**config.mk**
```make
export PLATFORM = sky130hd
export DESIGN_NAME = timer_arbiter
export DESIGN_NICKNAME = d
export VERILOG_FILES = /design/src/rtl/timer_arbiter.sv
export SDC_FILE = /design/constraint.sdc
export NUM_CORES = 1
export LEC_CHECK = 0
export CAP_MARGIN = 15
export CORE_UTILIZATION = 32
export CTS_CLUSTER_SIZE = 24
export DETAILED_ROUTE_END_ITERATION = 10
export GPL_TIMING_DRIVEN = 0
export MAX_ROUTING_LAYER = met4
export PLACE_DENSITY = 0.69
export SETUP_SLACK_MARGIN = 0.5
export SLEW_MARGIN = 20
export SYNTH_ARGS = -nofsm -noshare
export SYNTH_HDL_FRONTEND = slang
export SYNTH_SLANG_ARGS = --single-unit
```
**constraint.sdc**
```tcl
create_clock -name Clk -period 3.6 [get_ports Clk]
set_input_delay 0.54 -clock Clk [delete_from_list [all_inputs] [get_ports Clk]]
set_output_delay 0.54 -clock Clk [all_outputs]
set_load 0.01 [all_outputs]
```
**src/rtl/timer_arbiter.sv**
```systemverilog
// timer_arbiter: shares one N-bit timer among NREQ requesters.
// The winner's tick count is loaded into the timer, the timer runs until
// Tmr_End, and a one-cycle Done pulse goes back to the winner.
//
// Build option: define TIMER_ARB_FIXED_PRIO_EN for fixed priority
// (lowest index wins, no pointer). Default is round-robin.
//
// state | meaning
// IDLE  | no grant; arbitrate among Req
// LOAD  | Tmr_Rst strobe, Tmr_Load = ticks-1
// RUN   | Tmr_En high, waiting for Tmr_End
// DONE  | one-cycle Done pulse to the winner
module timer_arbiter #(
  parameter int N    = 32,
  parameter int NREQ = 4
) (
  input  logic              Clk,
  input  logic              Rst,
  input  logic [NREQ-1:0]   Req,
  input  logic [NREQ*N-1:0] Ticks,
  output logic [NREQ-1:0]   Gnt,
  output logic [NREQ-1:0]   Done,
  output logic              Busy,
  output logic              Tmr_Rst,
  output logic [N-1:0]      Tmr_Load,
  output logic              Tmr_En,
  input  logic              Tmr_End
);

  localparam int IW = $clog2(NREQ);

  typedef enum logic [1:0] {IDLE, LOAD, RUN, DONE} state_t;

  state_t          state;
  logic            pick_vld;
  logic [IW-1:0]   pick_idx;
  logic [NREQ-1:0] pick_oh;
  logic [N-1:0]    pick_ticks;
  logic            cancel;

`ifndef TIMER_ARB_FIXED_PRIO_EN
  logic [IW-1:0]   ptr;
  logic [IW-1:0]   win_idx;
  logic [IW-1:0]   ptr_nxt;
  logic [IW-1:0]   rr_j;
`endif

  // Winner selection; descending scan so the candidate closest to the
  // priority start is the last one written and wins.
  always_comb begin
    pick_vld   = 1'b0;
    pick_idx   = '0;
    pick_oh    = '0;
    pick_ticks = '0;
`ifdef TIMER_ARB_FIXED_PRIO_EN
    for (int k = NREQ - 1; k >= 0; k--) begin
      if (Req[k]) begin
        pick_vld = 1'b1;
        pick_idx = IW'(k);
      end
    end
`else
    rr_j = '0;
    for (int k = NREQ - 1; k >= 0; k--) begin
      rr_j = IW'((int'(ptr) + k) % NREQ);
      if (Req[rr_j]) begin
        pick_vld = 1'b1;
        pick_idx = rr_j;
      end
    end
`endif
    for (int k = 0; k < NREQ; k++) begin
      if (pick_idx == IW'(k)) begin
        pick_oh[k] = 1'b1;
        pick_ticks = Ticks[k*N +: N];
      end
    end
  end

  // The granted requester dropping its Req line is an abort.
  assign cancel = ~|(Req & Gnt);

`ifndef TIMER_ARB_FIXED_PRIO_EN
  assign ptr_nxt = (win_idx == IW'(NREQ - 1)) ? '0 : win_idx + IW'(1);
`endif

  // Sequencer FSM; every output is a register updated here.
  always_ff @(posedge Clk or negedge Rst) begin
    if (!Rst) begin
      state    <= IDLE;
      Gnt      <= '0;
      Done     <= '0;
      Busy     <= 1'b0;
      Tmr_Rst  <= 1'b0;
      Tmr_Load <= '0;
      Tmr_En   <= 1'b0;
`ifndef TIMER_ARB_FIXED_PRIO_EN
      ptr      <= '0;
      win_idx  <= '0;
`endif
    end else begin
      Done    <= '0;
      Tmr_Rst <= 1'b0;
      case (state)
        IDLE: begin
          if (pick_vld) begin
            Gnt  <= pick_oh;
            Busy <= 1'b1;
`ifndef TIMER_ARB_FIXED_PRIO_EN
            win_idx <= pick_idx;
`endif
            if (pick_ticks == '0) begin
              // zero-length wait completes without touching the timer
              state <= DONE;
              Done  <= pick_oh;
            end else begin
              state    <= LOAD;
              Tmr_Rst  <= 1'b1;
              Tmr_Load <= pick_ticks - N'(1);
            end
          end
        end
        LOAD: begin
          if (cancel) begin
            state  <= IDLE;
            Gnt    <= '0;
            Busy   <= 1'b0;
            Tmr_En <= 1'b0;
`ifndef TIMER_ARB_FIXED_PRIO_EN
            ptr    <= ptr_nxt;
`endif
          end else begin
            state  <= RUN;
            Tmr_En <= 1'b1;
          end
        end
        RUN: begin
          if (cancel) begin
            state  <= IDLE;
            Gnt    <= '0;
            Busy   <= 1'b0;
            Tmr_En <= 1'b0;
`ifndef TIMER_ARB_FIXED_PRIO_EN
            ptr    <= ptr_nxt;
`endif
          end else if (Tmr_End) begin
            state  <= DONE;
            Tmr_En <= 1'b0;
            Done   <= Gnt;
          end
        end
        DONE: begin
          state <= IDLE;
          Gnt   <= '0;
          Busy  <= 1'b0;
`ifndef TIMER_ARB_FIXED_PRIO_EN
          ptr   <= ptr_nxt;
`endif
        end
        default: state <= IDLE;
      endcase
    end
  end

endmodule
```
Word level (Yosys, flattened, before mapping)
Index checks and enable logic that the tools add are counted.

word-level totals
  register bits after elaboration = 49
  input port bits = 135
  output and inout bits = 43
  word-level logic and storage cells = 94

cells by class
  add/subtract/negate cells = 5
  $lt $le $gt $ge = 4
  equality and inequality tests = 10
  multiplexer cells = 51
  bitwise gates (word level) = 2
  reduce and logical (&&, ||, !) cells = 13

operators with widths
  operator               count
  $mux 32                4
  $logic_not 32->1       1
  $sub 32x1->32 const B  1
  $mux 4                 6
  $mux 2                 11
  $mux 1                 20
  $lt 2x3->1 const B     4
  $pmux 4 s3             1
  $eq 2x2->1 const B     5
  $reduce_and 2->1       5
  $bmux 1 s2             4
  $pmux 2 s4             1
  $pmux 4 s2             1
  $add 2x1->2 const B    2
  $add 2x2->2 const B    2
  $and 4x4->4            1
  $eq 2x1->1 const B     2
  $logic_not 2->1        2
  $ne 2x2->1 const B     2
  $pmux 2 s2             1
  $reduce_bool 2->1      2
  $reduce_or 4->1        1
  $ne 3x3->1 const B     1
  $pmux 1 s3             1
  other kinds (4)        4

Logic depth before layout (Yosys ltp)
  depth after elaboration = 16
  gate-level depth with buffers = 15
  depth with buffers taken out = 11

Worst setup path before layout
No wires, ideal clock.

  path kind = input to register
  start = in Req[2]
  end = reg Tmr_Load[30]
  setup time = 0.126 ns
  arrival = 3.295 ns
  required time = 3.474 ns
  path slack = 0.179 ns
  cell stages on the path = 13
  path buffers = 3
  cells stage by stage = nor2b_1 -> a21o_1 -> a211oi_4 -> buf_6 -> buf_4 -> mux2_2 -> ha_1 -> nand2b_1 -> nor2_1 -> buf_2 -> and4_1 -> and3_1 -> o32a_1

on the way
  longest elaborated chain between the ends = 14
  elaborated cells between the ends (all ways) = 28
  those cells by class = add/sub: 1; eq/ne: 3; mux: 20; bitwise: 1; reduce/logical: 3

ends and longest elaborated chain
  element                                                 RTL line  source
  from (decl)                                             19        input logic [NREQ-1:0] Req,
  branches (longest 14 deep; another with $sub 32x1->32)  --
  to (signal assigned)                                    119       Tmr_Load <= pick_ticks - N'(1);
  to (decl)                                               25        output logic [N-1:0] Tmr_Load,

Several ways; the timed one is not identified. The select of a mux whose other input is x is not followed.
A chain may end at the register's enable or synchronous reset.

Worst setup path in the final report
  start = in Req[2]
  end = reg Tmr_Load[25]

Same word-level chain as after synthesis.

==> results by group <==
Status
  – Status: completed

Drt
  – WL final: 14,100 um
  – Via count: 4,022
  – Antenna viol nets, final: 0
  – Initial DRC Count: 232
  – Drt pass-1 iters: 4
  – DR WL/cell: 17.6 um
  – Vias/cell: 5.02
  – Drt drc: 0

STA
  – Fin crit share: 86.8%
  – Count of final setup violators: 0
  – Max-Slew Margin vs Limit: 54.0%
  – Slew Limit Fails: 0
  – RSZ-0062 raised after global routing: yes
  – Hold Vio Cnt, Final: 0
  – Final Skew: 0.00906 ns
  – Fmax: 320 MHz
  – Setup ws final: 0.475 ns
  – Slew @ Worst Pin: 0.683 ns
  – Final Critical Period: 3.13 ns

Clocking
  – Worst-skew pair later-pin latency: 0.30 ns
  – Num CTS Buffers: 5
  – CTS tree: yes
  – Sink Count: 49
  – Clk root buf: clkbuf_16
  – # H-tree levels: 2
  – # hold bufs at CTS: 0
  – Clock tree buffer depth: 2
  – Clock-pin slew on the worst setup and hold paths: 0.07 ns

Global routing
  – Number of global-route vias before repair: 4,130
  – First-pass GRT wire length: 21,400 um
  – Global Route Usage Sum: 22.0%
  – GRT overflow: 0
  – Largest net degree at the start of global routing: 50
  – Initial antenna violation count: 0

Critical path
  – Critical Path RT: 3.78 ns
  – Crit-path max cell delay: 0.31 ns
  – Crit Reg-Reg Startpoint: ptr[0]$_DFFE_PN0P_
  – Critical path peak fanout: 6
  – Reg2reg end: Tmr_Load[25]$_DFFE_PN0P_
  – Flop2flop setup slack: 0.48 ns
  – Reg2Reg Depth: 14
  – Critical Path AT: 3.30 ns
  – Crit-path cells: buf_8 -> buf_4 -> nand2b_1 -> a21oi_4 -> a211oi_4 -> buf_4 -> buf_6 -> bufbuf_16 -> mux2_4 -> nand4_4 -> nor2_4 -> nand4_4 -> o31a_4 -> buf_12 -> buf_12 -> mux2_4
  – Crit Path Category: input port to flop
  – Crit end category: flop
  – Critical Path Slowest Stage Cell: o31a_4
  – Startpoint Class: input port

Synth
  – Synth Flop Type: dfrtp_1
  – #FFs+latches synth: 49
  – Cell Area, Synth: 4070 um2
  – EDFF count, synth: 0
  – Ys Warns: 0
  – Yosys cell types: 53
  – Post-synth top cells: mux2i_1, dfrtp_1, nand2_1
  – Top cell type by total area after synthesis: dfrtp_1
  – Most numerous cell in the Yosys netlist: mux2i_1
  – Avg Inst Size Synth: 10.4 um2
  – Syn Inst Count: 391
  – Share of synthesized registers carrying an async set or reset: 100%
  – Post-synthesis sequential area ratio: 30.1%
  – Top-area cell type share of the netlist area: 30.1%
  – Syn_nets: 531
  – Top post-synthesis cells by area: dfrtp_1, mux2i_1, mux2_4

Power and ir drop
  – Pwr Density: 783 nW/um2
  – Worst vdd rail ir drop: 0.308 mV
  – Leakage power: 3.08 nW

Placed design
  – Setup WS pre-CTS: -0.663 ns
  – IO buf count: 177
  – Placed Cells: 736
  – GP Congestion: 0.917
  – DP HPWL: 10,100 um
  – Area post-placement: 6120 um2

Finish
  – Nets: 772
  – Reg area: 1230 um2
  – Syn-to-layout area delta: 75.5%
  – Design area: 7140 um2
  – Final Instance Count excl. Fillers: 801
  – Proportion of layout cells with a drive suffix above 1: 29.4%
  – Ant diodes: 0
  – Footprint of the multi-input gates: 2900 um2
  – Fillers: 1,077

Floorplanning
  – Core ar.: 12,200 um2
  – FP Rows: 40
  – Die width: 115 um
  – Initial Util: 33.3%
  – Die area: 13,200 um2
  – Die Ht: 115 um
  – IO Pins: 178

Worst hold path
  – HP Class: input port to async pin

Run
  – Max_cap viols: 0
==> flip-flops by register name, indices dropped and copies added, names as in the netlist <==
name and count:
Busy 1, Done 4, Gnt 4, Tmr_En 1
Tmr_Load 32, Tmr_Rst 1, ptr 2, state 2
win_idx 2
==> logic make-up after synthesis <==
kind of cell | synth area share, %
compound gates | 9.56
xor+xnor | 5.81
fa+ha+maj | 1.54
buf+inv | 4.92
flops | 30.1
mux | 32.0
simple gates | 16.0
==> cells in the final DEF, fill, tap and decap left out, types with 5 or more instances in the layout <==
cell type	n
a21oi_1	7
buf_12	9
buf_4	51
buf_6	9
clkbuf_16	5
clkdlybuf4s50_1	172
dfrtp_1	48
inv_1	11
mux2_2	14
mux2_4	41
mux2i_1	53
nand2_1	35
nand3_1	17
nand4_1	11
nor2_1	11
nor4_1	6
o21ai_0	11
xnor2_1	7
xor2_1	20
==> layer usage <==
metal	track usage [%]	share of wire (%)	wire [um]	up-vias
met5	-	0	0	-
met3	3.11	5.9	834	17
met4	5.97	1.8	252	0
li1	-	-	-	1911
met1	27.0	43	6050	1946
met2	37.7	49	6950	148
==> critical path, delay by kind of cell <==
| family | cells | cell delay (ns) |
|---|---|---|
| multiplexers | 2 | 0.48 |
| buffers and inverters | 7 | 1.05 |
| AO/OA/AOI/OAI | 3 | 0.64 |
| AND/OR/NAND/NOR | 4 | 0.58 |
==> how the worst max path moves through the flow <==
| stage | end | slack (ns) | from |
|---|---|---|---|
| 3_3_place_gp | Tmr_Load[22]$_DFFE_PN0P_ | -0.58 | Req[2] |
| 5_1_grt | Tmr_Load[10]$_DFFE_PN0P_ | 0.37 | ptr[1]$_DFFE_PN0P_ |
| 6_report | Tmr_Load[25]$_DFFE_PN0P_ | 0.47 | Req[2] |
| 3_5_place_dp | Done[3]$_DFF_PN0_ | -0.66 | Req[0] |
| 2_1_floorplan | Tmr_Load[0]$_DFFE_PN0P_ | 0.38 | Req[2] |
| 4_1_cts | Tmr_Load[11]$_DFFE_PN0P_ | 0.48 | Req[2] |
==> area by class of cell <==
class	instances	area share [%]
buffer	19	3.42
clock buffer	5	1.75
clock inverter	3	0.315
inverter	12	0.666
multi-input combinational	311	40.7
sequential	49	17.2
tap	168	2.94
timing repair buffer	234	33.1
==> power by group <==
group	internal, W	switching [W]	total, W	leakage [nW]
combinational	0.00237	0.00175	0.00412	2.43
clock	0.000258	0.000226	0.000484	0.0621
sequential	0.000823	0.000166	0.000989	0.589
total	0.00345	0.00214	0.00559	3.08
==> repair_timing <==
action,4_1_cts,5_1_grt
pin swaps,20,6
endpoints found under the setup margin,38,36
resized for setup,74,17
buffers inserted,44,8
hold endpoints to repair,0,0
cloned,5,0
==> per-stage QoR <==
stage / hold slack [ns] / setup TNS, ns / power (W) / utilization, %
final: 0.265 / 0 / 0.00559 / 58.5
after global routing: 0.322 / 0 / 0.00590 / 58.5
after CTS: 0.295 / 0 / 0.00551 / 57.4
after detailed placement: 0.494 / -21.40 / 0.00424 / 50.1
after global placement: 0.479 / -20.06 / 0.00419 / 50.1
after floorplan: 0.244 / 0 / 0.00315 / -
No activity file was read; power rests on OpenSTA's default activity.
